File: config.mk
export PLATFORM = sky130hd
export DESIGN_NAME = mptw_mem_arbiter
export DESIGN_NICKNAME = d
export VERILOG_FILES = /design/src/rtl/mptw_mem_arbiter.sv
export SDC_FILE = /design/constraint.sdc
export NUM_CORES = 1
export LEC_CHECK = 0
export CAP_MARGIN = 20
export CORE_AREA = 2 2 255 257
export DETAILED_ROUTE_END_ITERATION = 8
export DIE_AREA = 0 0 257 259
export DONT_BUFFER_PORTS = 1
export PLACE_DENSITY_LB_ADDON = 0.08
export SLEW_MARGIN = 0
export SYNTH_ARGS = -nofsm -noshare
export SYNTH_HDL_FRONTEND = slang
export SYNTH_SLANG_ARGS = --single-unit
File: constraint.sdc
create_clock -name clk_i -period 5.2 [get_ports clk_i]
set_input_delay 0.52 -clock clk_i [delete_from_list [all_inputs] [get_ports clk_i]]
set_output_delay 0.52 -clock clk_i [all_outputs]
set_load 0.01 [all_outputs]
File: src/rtl/mptw_mem_arbiter.sv
// mptw_mem_arbiter: merges three MPT walker MEM ports onto one shared port with an in-order response ID FIFO.
// Define MPTW_ARB_RR_EN for round-robin arbitration; fixed priority (0 > 1 > 2) otherwise.
module mptw_mem_arbiter #(
    parameter int unsigned NumReq         = 3,
    parameter int unsigned AddrWidth      = 56,
    parameter int unsigned DataWidth      = 64,
    parameter int unsigned MaxOutstanding = 2
) (
    input  logic                                clk_i,
    input  logic                                rst_ni,
    input  logic [NumReq-1:0]                   s_mem_req_i,
    output logic [NumReq-1:0]                   s_mem_gnt_o,
    input  logic [NumReq-1:0][AddrWidth-1:0]    s_mem_addr_i,
    input  logic [NumReq-1:0][DataWidth-1:0]    s_mem_wdata_i,
    input  logic [NumReq-1:0]                   s_mem_we_i,
    input  logic [NumReq-1:0][DataWidth/8-1:0]  s_mem_be_i,
    output logic [NumReq-1:0]                   s_mem_valid_o,
    output logic [DataWidth-1:0]                s_mem_rdata_o,
    output logic [NumReq-1:0]                   s_mem_error_o,
    output logic                                m_mem_req_o,
    input  logic                                m_mem_gnt_i,
    output logic [AddrWidth-1:0]                m_mem_addr_o,
    output logic [DataWidth-1:0]                m_mem_wdata_o,
    output logic                                m_mem_we_o,
    output logic [DataWidth/8-1:0]              m_mem_be_o,
    input  logic                                m_mem_valid_i,
    input  logic [DataWidth-1:0]                m_mem_rdata_i,
    input  logic                                m_mem_error_i,
    output logic                                spurious_rsp_o
);
    localparam int unsigned IW = NumReq > 1 ? $clog2(NumReq) : 1;
    localparam int unsigned PW = MaxOutstanding > 1 ? $clog2(MaxOutstanding) : 1;
    localparam int unsigned CW = $clog2(MaxOutstanding + 1);

    typedef enum logic {IDLE, WAIT_GNT} state_e;

    state_e        state_q, state_d;
    logic [IW-1:0] sel_q, sel_d, win_idx, idx;
    logic          active, grant, full, empty, pop;
    logic [CW-1:0] cnt_q;
    logic [PW-1:0] wr_q, rd_q;
    logic [IW-1:0] id_q [MaxOutstanding];
    logic          spurious_q;

`ifdef MPTW_ARB_RR_EN
    logic [IW-1:0] rr_q;
    // Scan from the farthest offset down so the closest requester to rr_q wins.
    always_comb begin
        win_idx = '0;
        for (int k = NumReq - 1; k >= 0; k--)
            if (s_mem_req_i[(int'(rr_q) + k) % NumReq]) win_idx = IW'((int'(rr_q) + k) % NumReq);
    end
    always_ff @(posedge clk_i or negedge rst_ni)
        if (!rst_ni) rr_q <= '0;
        else if (grant) rr_q <= (32'(idx) == NumReq - 1) ? '0 : idx + 1'b1;
`else
    always_comb begin
        win_idx = '0;
        for (int k = NumReq - 1; k >= 0; k--)
            if (s_mem_req_i[k]) win_idx = IW'(k);
    end
`endif

    always_comb begin
        full          = cnt_q == CW'(MaxOutstanding);
        empty         = cnt_q == '0;
        idx           = state_q == WAIT_GNT ? sel_q : win_idx;
        active        = (state_q == WAIT_GNT ? s_mem_req_i[sel_q] : |s_mem_req_i) && !full;
        grant         = active && m_mem_gnt_i;
        pop           = m_mem_valid_i && !empty;
        state_d       = state_q;
        sel_d         = sel_q;
        if (state_q == IDLE && active && !m_mem_gnt_i) begin
            state_d = WAIT_GNT;
            sel_d   = win_idx;
        end
        if (state_q == WAIT_GNT && (grant || !s_mem_req_i[sel_q])) state_d = IDLE;
        m_mem_req_o   = active;
        m_mem_addr_o  = active ? s_mem_addr_i[idx] : '0;
        m_mem_wdata_o = active ? s_mem_wdata_i[idx] : '0;
        m_mem_we_o    = active && s_mem_we_i[idx];
        m_mem_be_o    = active ? s_mem_be_i[idx] : '0;
        s_mem_gnt_o   = '0;
        s_mem_gnt_o[idx] = grant;
        s_mem_valid_o = '0;
        s_mem_error_o = '0;
        s_mem_valid_o[id_q[rd_q]] = pop;
        s_mem_error_o[id_q[rd_q]] = pop && m_mem_error_i;
        s_mem_rdata_o = m_mem_rdata_i;
    end

    assign spurious_rsp_o = spurious_q;

    always_ff @(posedge clk_i or negedge rst_ni) begin
        if (!rst_ni) begin
            state_q    <= IDLE;
            sel_q      <= '0;
            cnt_q      <= '0;
            wr_q       <= '0;
            rd_q       <= '0;
            spurious_q <= 1'b0;
            for (int i = 0; i < MaxOutstanding; i++) id_q[i] <= '0;
        end else begin
            state_q    <= state_d;
            sel_q      <= sel_d;
            if (grant) begin
                id_q[wr_q] <= idx;
                wr_q       <= wr_q == PW'(MaxOutstanding - 1) ? '0 : wr_q + 1'b1;
            end
            if (pop) rd_q <= rd_q == PW'(MaxOutstanding - 1) ? '0 : rd_q + 1'b1;
            cnt_q      <= cnt_q + CW'(grant) - CW'(pop);
            spurious_q <= spurious_q | (m_mem_valid_i && empty);
        end
    end
endmodule
## Word-level counts from Yosys, hierarchy flattened

Index checks and enable logic that the tools add are counted.

- Add/subtract/negate cells: 4
- Magnitude comparators: 8
- Equality and inequality tests: 1
- Multiplexer cells: 32
- Bitwise logic cells: 7
- Reduce and logical (&&, ||, !) cells: 20

Operators with widths:

| operator | number |
|---|---|
| $bmux W64 S2 | 1 |
| $mux W64 | 2 |
| $bmux W56 S2 | 1 |
| $mux W56 | 2 |
| $bmux W8 S2 | 1 |
| $mux W2 | 8 |
| $mux W8 | 2 |
| $logic_and A1 B1 Y1 | 12 |
| $and A3 B3 Y3 | 3 |
| $lt A2 B3 Y1 const B | 3 |
| $mux W1 | 9 |
| $bmux W1 S2 | 2 |
| $bwmux W4 | 1 |
| $demux W1 S2 | 2 |
| $ge A2 B1 Y1 const B | 2 |
| $ge A2 B2 Y1 const B | 2 |
| $logic_not A1 Y1 | 4 |
| $not A1 Y2 | 2 |
| $reduce_or A3 Y1 | 1 |
| $add A1 B1 Y1 const B | 2 |
| $add A2 B1 Y2 | 1 |
| $demux W2 S1 | 1 |
| $eq A2 B2 Y1 const B | 1 |
| $logic_not A2 Y1 | 1 |
| other kinds (6) | 6 |

- Flip-flop bits (word level): 12
- Output and inout port bits: 204

## Depth between registers and ports, before layout

Gate-level depths: netlist of the first run.

- Word-level depth: 9
- Depth in mapped cells: 7
- Gate-level depth less buffers: 7

## Least setup slack after synthesis of the first run

Ideal clock, no wire load.

- Kind: input -> output
- From: in s_mem_req_i[0]
- To: out m_mem_addr_o[0]
- Arrival: 1.719 ns
- Data required time: 4.680 ns
- Setup slack: 2.961 ns
- Cell stages on the path: 5
- Buffers on the path: 1
- Path through: or4b_4 -> o21ai_2 -> clkbuf_1 -> nand2_1 -> a21oi_1

- Cells in the longest elaborated chain, start to end: 5

Ends and longest elaborated chain:

| item | line | source |
|---|---|---|
| start, declared | 11 | `input logic [NumReq-1:0] s_mem_req_i,` |
| $mux W2 or $bmux W1 S2 (tied branches) | 60, 68 |  |
| $mux W2 or $mux W1 (tied branches) | 67, 68 |  |
| $bmux W56 S2 or $mux W1 (tied branches) | 79, 68 |  |
| $mux W56 (implied by the code) or $logic_and A1 B1 Y1 (tied branches) | 79, 68 |  |
| $mux W56 * | 79 | `m_mem_addr_o = active ? s_mem_addr_i[idx] : '0;` |
| end, declared | 22 | `output logic [AddrWidth-1:0] m_mem_addr_o,` |

Every way passes the cells marked *; elsewhere a longest branch is shown, timed or not. The select of a mux whose other input is x is not followed.

## Worst setup path in the final report of the first run

- From: reg state_q
- To: out m_mem_addr_o[53]

- Cells in the longest elaborated chain, start to end: 4

Ends and longest elaborated chain:

| item | line | source |
|---|---|---|
| start, declared | 37 | `state_e state_q, state_d;` |
| start signal, assigned | 104 | `state_q <= state_d;` |
| $mux W2 | 67 | `idx = state_q == WAIT_GNT ? sel_q : win_idx;` |
| $bmux W56 S2 | 79 |  |
| $mux W56 (implied by the code) | 79 |  |
| $mux W56 * | 79 |  |

Marks and branches as above.

==> flow_summary_export.csv, run 1 <==
group,metric,value,unit
floorplanning,io_pins,663,
clock_network,clk_latency,0.24,ns
logic_synthesis,synth_nets,1345,
critical_path,cp.required,4.68,ns
clock_network,clock_sinks,12,
timing,fin_skew,0.00327,ns
critical_path,crit_family,"simple AND/OR/NAND/NOR gates",
timing,worst_pin_slew,0.898,ns
critical_path,cp-end-kind,"primary output",
finish,stdcell_count,1598,
floorplanning,dieWidth,257,microns
logic_synthesis,synth.area.top_cells,"a21boi_1, and3_1, a21oi_1",
timing,rsz0062_at_grt,"no",
logic_synthesis,synthCells,884,
finish,drive_above_1_share,0.0339,
clock_network,cts_root_buffer,"clkbuf_16",
critical_path,cp.arrival,2.76,ns
place,io_buffers,0,
power_and_ir_drop,powerDensity,452,nW/um^2
place,dpl.hpwl,22200,microns
global_routing,overflow,0,
logic_synthesis,synth.avg_cell_area,6.07,sq um
detailed_routing,vias,5799,
timing,hold_violations,0,
run,cap_violations,0,
timing,fin_crit_sh,0.632,
clock_network,clkTransAtPathRegs,0.05,ns
logic_synthesis,synth_area,5370,sq um
global_routing,grt_pass1_vias,5674,
place,gp_congestion,0.712,
logic_synthesis,ys.flop_type,"dfrtp_1",
timing,slew_headroom,0.401,
timing,maxClockFrequency,304,MHz
critical_path,worstPathMaxFanout,66,
logic_synthesis,synthArstFlopShare,1.00,
logic_synthesis,synth_top_area_share,0.168,
logic_synthesis,synth_most_common_cell,"nand2_1",
detailed_routing,vias_per_cell,3.63,
logic_synthesis,synth_top_cells_by_count,"nand2_1, and3_1, a21oi_1, o21ai_1, a21boi_1",
logic_synthesis,ys_types,36,
critical_path,cp_num_buf_inv,1,
logic_synthesis,synth-seq-cells,12,
detailed_routing,ant_nets,0,
detailed_routing,drt_iter0_markers,232,
clock_network,cts_made_buffers,3,
clock_network,cts_resized,0,
timing,whs,0.402,ns
global_routing,grt_pass1_wl,37300,microns
power_and_ir_drop,total_leakage_power,1.93,nW
clock_network,clockBufferDepth,2,
timing,tns,0,ns
detailed_routing,drtPass1Iterations,4,
floorplanning,row_count,93,
detailed_routing,drc,0,
critical_path,slowest_delay,0.67,ns
floorplanning,start_util,0.0840,
finish,fin_nets,1201,
global_routing,antenna_found_initial,9,
logic_synthesis,synth_edf_count,0,
logic_synthesis,synth_seq_area_share,0.0560,
critical_path,critPathKind,"reg2out",
floorplanning,core,63900,sq um
finish,area_growth,5.76,%
critical_path,cp-start-kind,"flop",
detailed_routing,totalWireLength,27600,microns
place,dp.cells,1589,
timing,maxSlewViolCount,0,
power_and_ir_drop,ir_drop,0.000179,V
global_routing,grt_start_max_net_pins,126,
logic_synthesis,yosysTopAreaCell,"a21boi_1",
detailed_routing,avgRoutedWirePerCell,17.2,microns
global_routing,track_usage,0.0724,
hold_path,hold_path_class,"in2reg",
floorplanning,die_h,259,microns
timing,setup_violations,0,
clock_network,htree_levels,1,
timing,fin_crit,3.28,ns
logic_synthesis,yosys_warnings,0,
critical_path,crit_chain,"nor4b_1 > nor2_1 > nand3_4 > buf_12 > a21oi_1",
clock_network,cts_tree,"built",
status,status,"finished clean",
critical_path,slowest_stage,"nand3_4",
floorplanning,die_area,66600,sq um
[flip-flops by register name, indices dropped and copies added (netlist names)]
name,flops
spurious_rsp_o,1
state_q,1
cnt_q,2
rd_q,1
sel_q,2
id_q,4
wr_q,1
[where the power goes]
part	switching (mW)	internal (mW)
combinational	1.57	0.667
clock	0.0403	0.100
sequential	0.0501	0.135
total	1.66	0.902
[final timing paths]
check,cells after the start,start,to,slack (ns)
worst max-delay path,5,state_q,m_mem_addr_o[53],1.92
worst min-delay path,1,m_mem_valid_i,spurious_rsp_o,0.40
worst max register to register,4,state_q,id_q[2],3.19
worst min register to register,1,id_q[3],id_q[3],0.49
max in group asynchronous,1,rst_ni,id_q[3],4.03
min in group asynchronous,1,rst_ni,spurious_rsp_o,0.75
[cell type report]
class	count	area, sq um
sequential	12	300
timing repair buffer	14	195
antenna	5	12.5
fill	7588	58200
multi-input combinational	705	4010
clock buffer	3	75.1
inverter	4	15.0
tap	855	1070
[logic make-up after synthesis]
kind of cell | synth area share
multiplexers | 0.0182
buffers and inverters | 0.203
AO/OA/AOI/OAI | 0.429
AND/OR/NAND/NOR | 0.282
XOR/XNOR | 0.00653
adder cells (fa/ha/maj) | 0.00466
flip-flops | 0.0560
[through the flow]
| step | worst slack, ns | power, mW | utilization | cell area, sq um |
|---|---|---|---|---|
| finish | 1.92 | 2.57 | 0.0888 | 5670 |
| global route | 1.74 | 2.81 | 0.0888 | 5670 |
| CTS | 1.87 | 2.63 | 0.0886 | 5660 |
| detailed placement | 2.13 | 2.47 | 0.0873 | 5580 |
| global placement | 2.11 | 2.51 | 0.0873 | 5580 |
| floorplan | 2.96 | 2.03 | - | 5370 |
[placed cells by master (no fill, tap or decap), types with 4 or more instances in the layout]
cell	instances
buf_4	6
buf_12	7
and3_1	131
a21boi_1	120
dfrtp_1	12
nand2_1	136
nor2_1	6
o21ai_1	129
a21oi_1	129
a21boi_0	10
mux2_1	4
nor2b_1	4
diode_2	5
[routing by layer]
layer  up-vias  global-route usage  routed length [microns]
met5         -                   0                       13
met4         2              0.0237                      881
met3        52              0.0132                     1740
met2       307               0.145                    15000
met1      2680              0.0749                     9920
li1       2758                   -                        -
[repair_timing]
item / 4_1_cts / 5_1_grt
hold buffers: 1 / 0
hold endpoints to repair: 12 / 0
setup buffers: 0 / 0
(Power assumes the default switching activity.)
==> run 2, diff against run 1 <==
- clock period: 5.2 -> 2.7 ns (I/O delays scaled with it)
==> run 2 against run 1 <==
Register-to-register slack worse by 2.5 ns. Worst setup slack lost 1.8 ns. Clock power grew 120%. Final cell count increased by 2.4%. Largest cell class unchanged. Critical path depth increased by 1. Worst hold slack lost 0.25 ns. Critical endpoint is now m_mem_wdata_o[11].
==> flow_summary_export.csv, run 2 (same netlist as run 1, synthesis figures left out) <==
group,metric,value,unit
floorplanning,row_count,93,
finish,multi_input_area,4010,sq um
hold_path,worstHoldStart,"m_mem_valid_i",
detailed_routing,drtPass1Iterations,4,
detailed_routing,vias_per_cell,3.65,
place,gp_congestion,0.782,
hold_path,hold_path_class,"in2reg",
timing,final.setup.worst_slack,0.123,ns
finish,fin_nets,1240,
timing,setup_violations,0,
power_and_ir_drop,total_leakage_power,2.14,nW
detailed_routing,avgRoutedWirePerCell,17.8,microns
detailed_routing,drc,0,
finish,top_register,"id_q",
timing,worst_pin_slew,0.645,ns
timing,hold_violations,0,
power_and_ir_drop,ir_drop,0.000554,V
critical_path,crit_chain,"or3b_4 > buf_12 > buf_12 > a21boi_1 > o21ai_1 > a21oi_1",
clock_network,cts_made_buffers,3,
power_and_ir_drop,powerDensity,916,nW/um^2
run,cap_violations,0,
timing,fin_crit_sh,0.955,
place,dp.cells,1628,
clock_network,clk_latency,0.24,ns
place,io_buffers,0,
floorplanning,die_h,259,microns
timing,slew_headroom,0.569,
power_and_ir_drop,power_frac_comb,0.879,
detailed_routing,ant_nets,0,
critical_path,cp-start-kind,"flop",
power_and_ir_drop,p_clk_frac,0.056,
finish,seq_area,300,sq um
critical_path,cp-end-kind,"primary output",
clock_network,clockBufferDepth,2,
timing,rsz0062_at_grt,"no",
power_and_ir_drop,p_seq_frac,0.064,
floorplanning,dieWidth,257,microns
critical_path,cp.required,2.43,ns
floorplanning,die_area,66600,sq um
critical_path,slowest_stage,"dfrtp_1",
power_and_ir_drop,p_int,2.13,mW
status,status,"finished clean",
detailed_routing,totalWireLength,29100,microns
finish,top_regs,"id_q x4, cnt_q x2, sel_q x2",
global_routing,grt_pass1_wl,41000,microns
place,pre_cts_ws,0.328,ns
timing,whs,0.147,ns
timing,fin_skew,0.00476,ns
global_routing,track_usage,0.0784,
global_routing,grt_pass1_vias,6121,
finish,post-route-util,0.0944,
timing,maxSlewViolCount,0,
finish,drive_above_1_share,0.0848,
global_routing,grt_start_max_net_pins,80,
critical_path,cp.arrival,2.31,ns
detailed_routing,drt_iter0_markers,303,
clock_network,htree_levels,1,
clock_network,cts_tree,"built",
clock_network,clkTransAtPathRegs,0.05,ns
timing,maxClockFrequency,388,MHz
power_and_ir_drop,swShare,0.615,
floorplanning,start_util,0.0840,
finish,final_common_cell,"nand2_1",
global_routing,antenna_found_initial,4,
clock_network,clock_sinks,12,
finish,stdcell_count,1636,
timing,fin_crit,2.58,ns
timing,tns,0,ns
critical_path,crit_top_cell,"buf_12",
critical_path,worstPathMaxFanout,75,
critical_path,slowest_delay,0.47,ns
power_and_ir_drop,switching_power,3.40,mW
clock_network,cts_root_buffer,"clkbuf_16",
detailed_routing,vias,5976,
finish,nFillCells,7566,
finish,largest_reg_flops,4,
clock_network,postCtsSetupBuffers,0,
place,dpl.hpwl,23200,microns
global_routing,overflow,0,
critical_path,worstSetupStartpoint,"state_q",
floorplanning,io_pins,663,
critical_path,r2r-start,"state_q",
critical_path,critPathKind,"reg2out",
floorplanning,core,63900,sq um
finish,area_growth,12.4,%
finish,mostFrequentLayoutCells,"nand2_1, and3_1, o21ai_1, a21oi_1, a21boi_1",
run 2: cell count changes in the layout (fill, tap and decap cells not counted), sizes merged:
| cell | change |
|---|---|
| buf | +39 |
| clkbuf | +1 |
| diode | -2 |
run 2: worst paths after layout:
path | to | slack [ns] | cells past startpoint
worst min register to register | id_q[3] | 0.48 | 1
min in group asynchronous | spurious_rsp_o | 0.49 | 1
worst max register to register | cnt_q[1] | 0.66 | 8
max in group asynchronous | id_q[3] | 1.79 | 1
worst min-delay path | spurious_rsp_o | 0.15 | 1
worst max-delay path | m_mem_wdata_o[11] | 0.12 | 6
run 2: metal layers:
layer / part of all wire / GRT usage / vias up / routed length [microns]
li1: - / - / 2842 / -
met1: 0.38 / 0.0880 / 2775 / 11000
met2: 0.54 / 0.152 / 319 / 15700
met3: 0.065 / 0.0146 / 38 / 1890
met4: 0.018 / 0.0160 / 2 / 521
met5: 0.00055 / 0 / - / 16
run 2: area by class of cell:
type,count,share of cell area
Multi-Input combinational cell,705,0.665
Tap cell,855,0.177
Timing Repair Buffer,53,0.0892
Sequential cell,12,0.0498
Clock buffer,4,0.0147
Inverter,4,0.00249
Antenna cell,3,0.00125
run 2: power groups by stage:
stage / Sequential, mW / Combinational [mW] / Clock [mW]
2_1_floorplan: 0.324 / 3.58 / 0
3_3_place_gp: 0.364 / 5.06 / 0
3_5_place_dp: 0.363 / 4.96 / 0
4_1_cts: 0.361 / 4.98 / 0.320
5_1_grt: 0.375 / 5.38 / 0.326
6_report: 0.356 / 4.86 / 0.310
run 2: critical path, delay by kind of cell, from the launching register on:
family / cells / cell delay [ns]
buffers and inverters: 2 / 0.45
AND/OR/NAND/NOR: 1 / 0.47
flip-flops: 1 / 0.47
AO/OA/AOI/OAI: 3 / 0.55
run 2: metrics by stage:
step / area [sq um] / power (mW)
after floorplan: 5370 / 3.90
after global placement: 5920 / 5.43
after detailed placement: 5920 / 5.32
after CTS: 6020 / 5.66
after global routing: 6030 / 6.08
final: 6030 / 5.53
run 2: what timing repair did:
item                                    4_1_cts  5_1_grt
hold buffers                                  1        0
resized for setup                             0        1
endpoints found under the hold margin        12        0
endpoints found under the setup margin        0        1
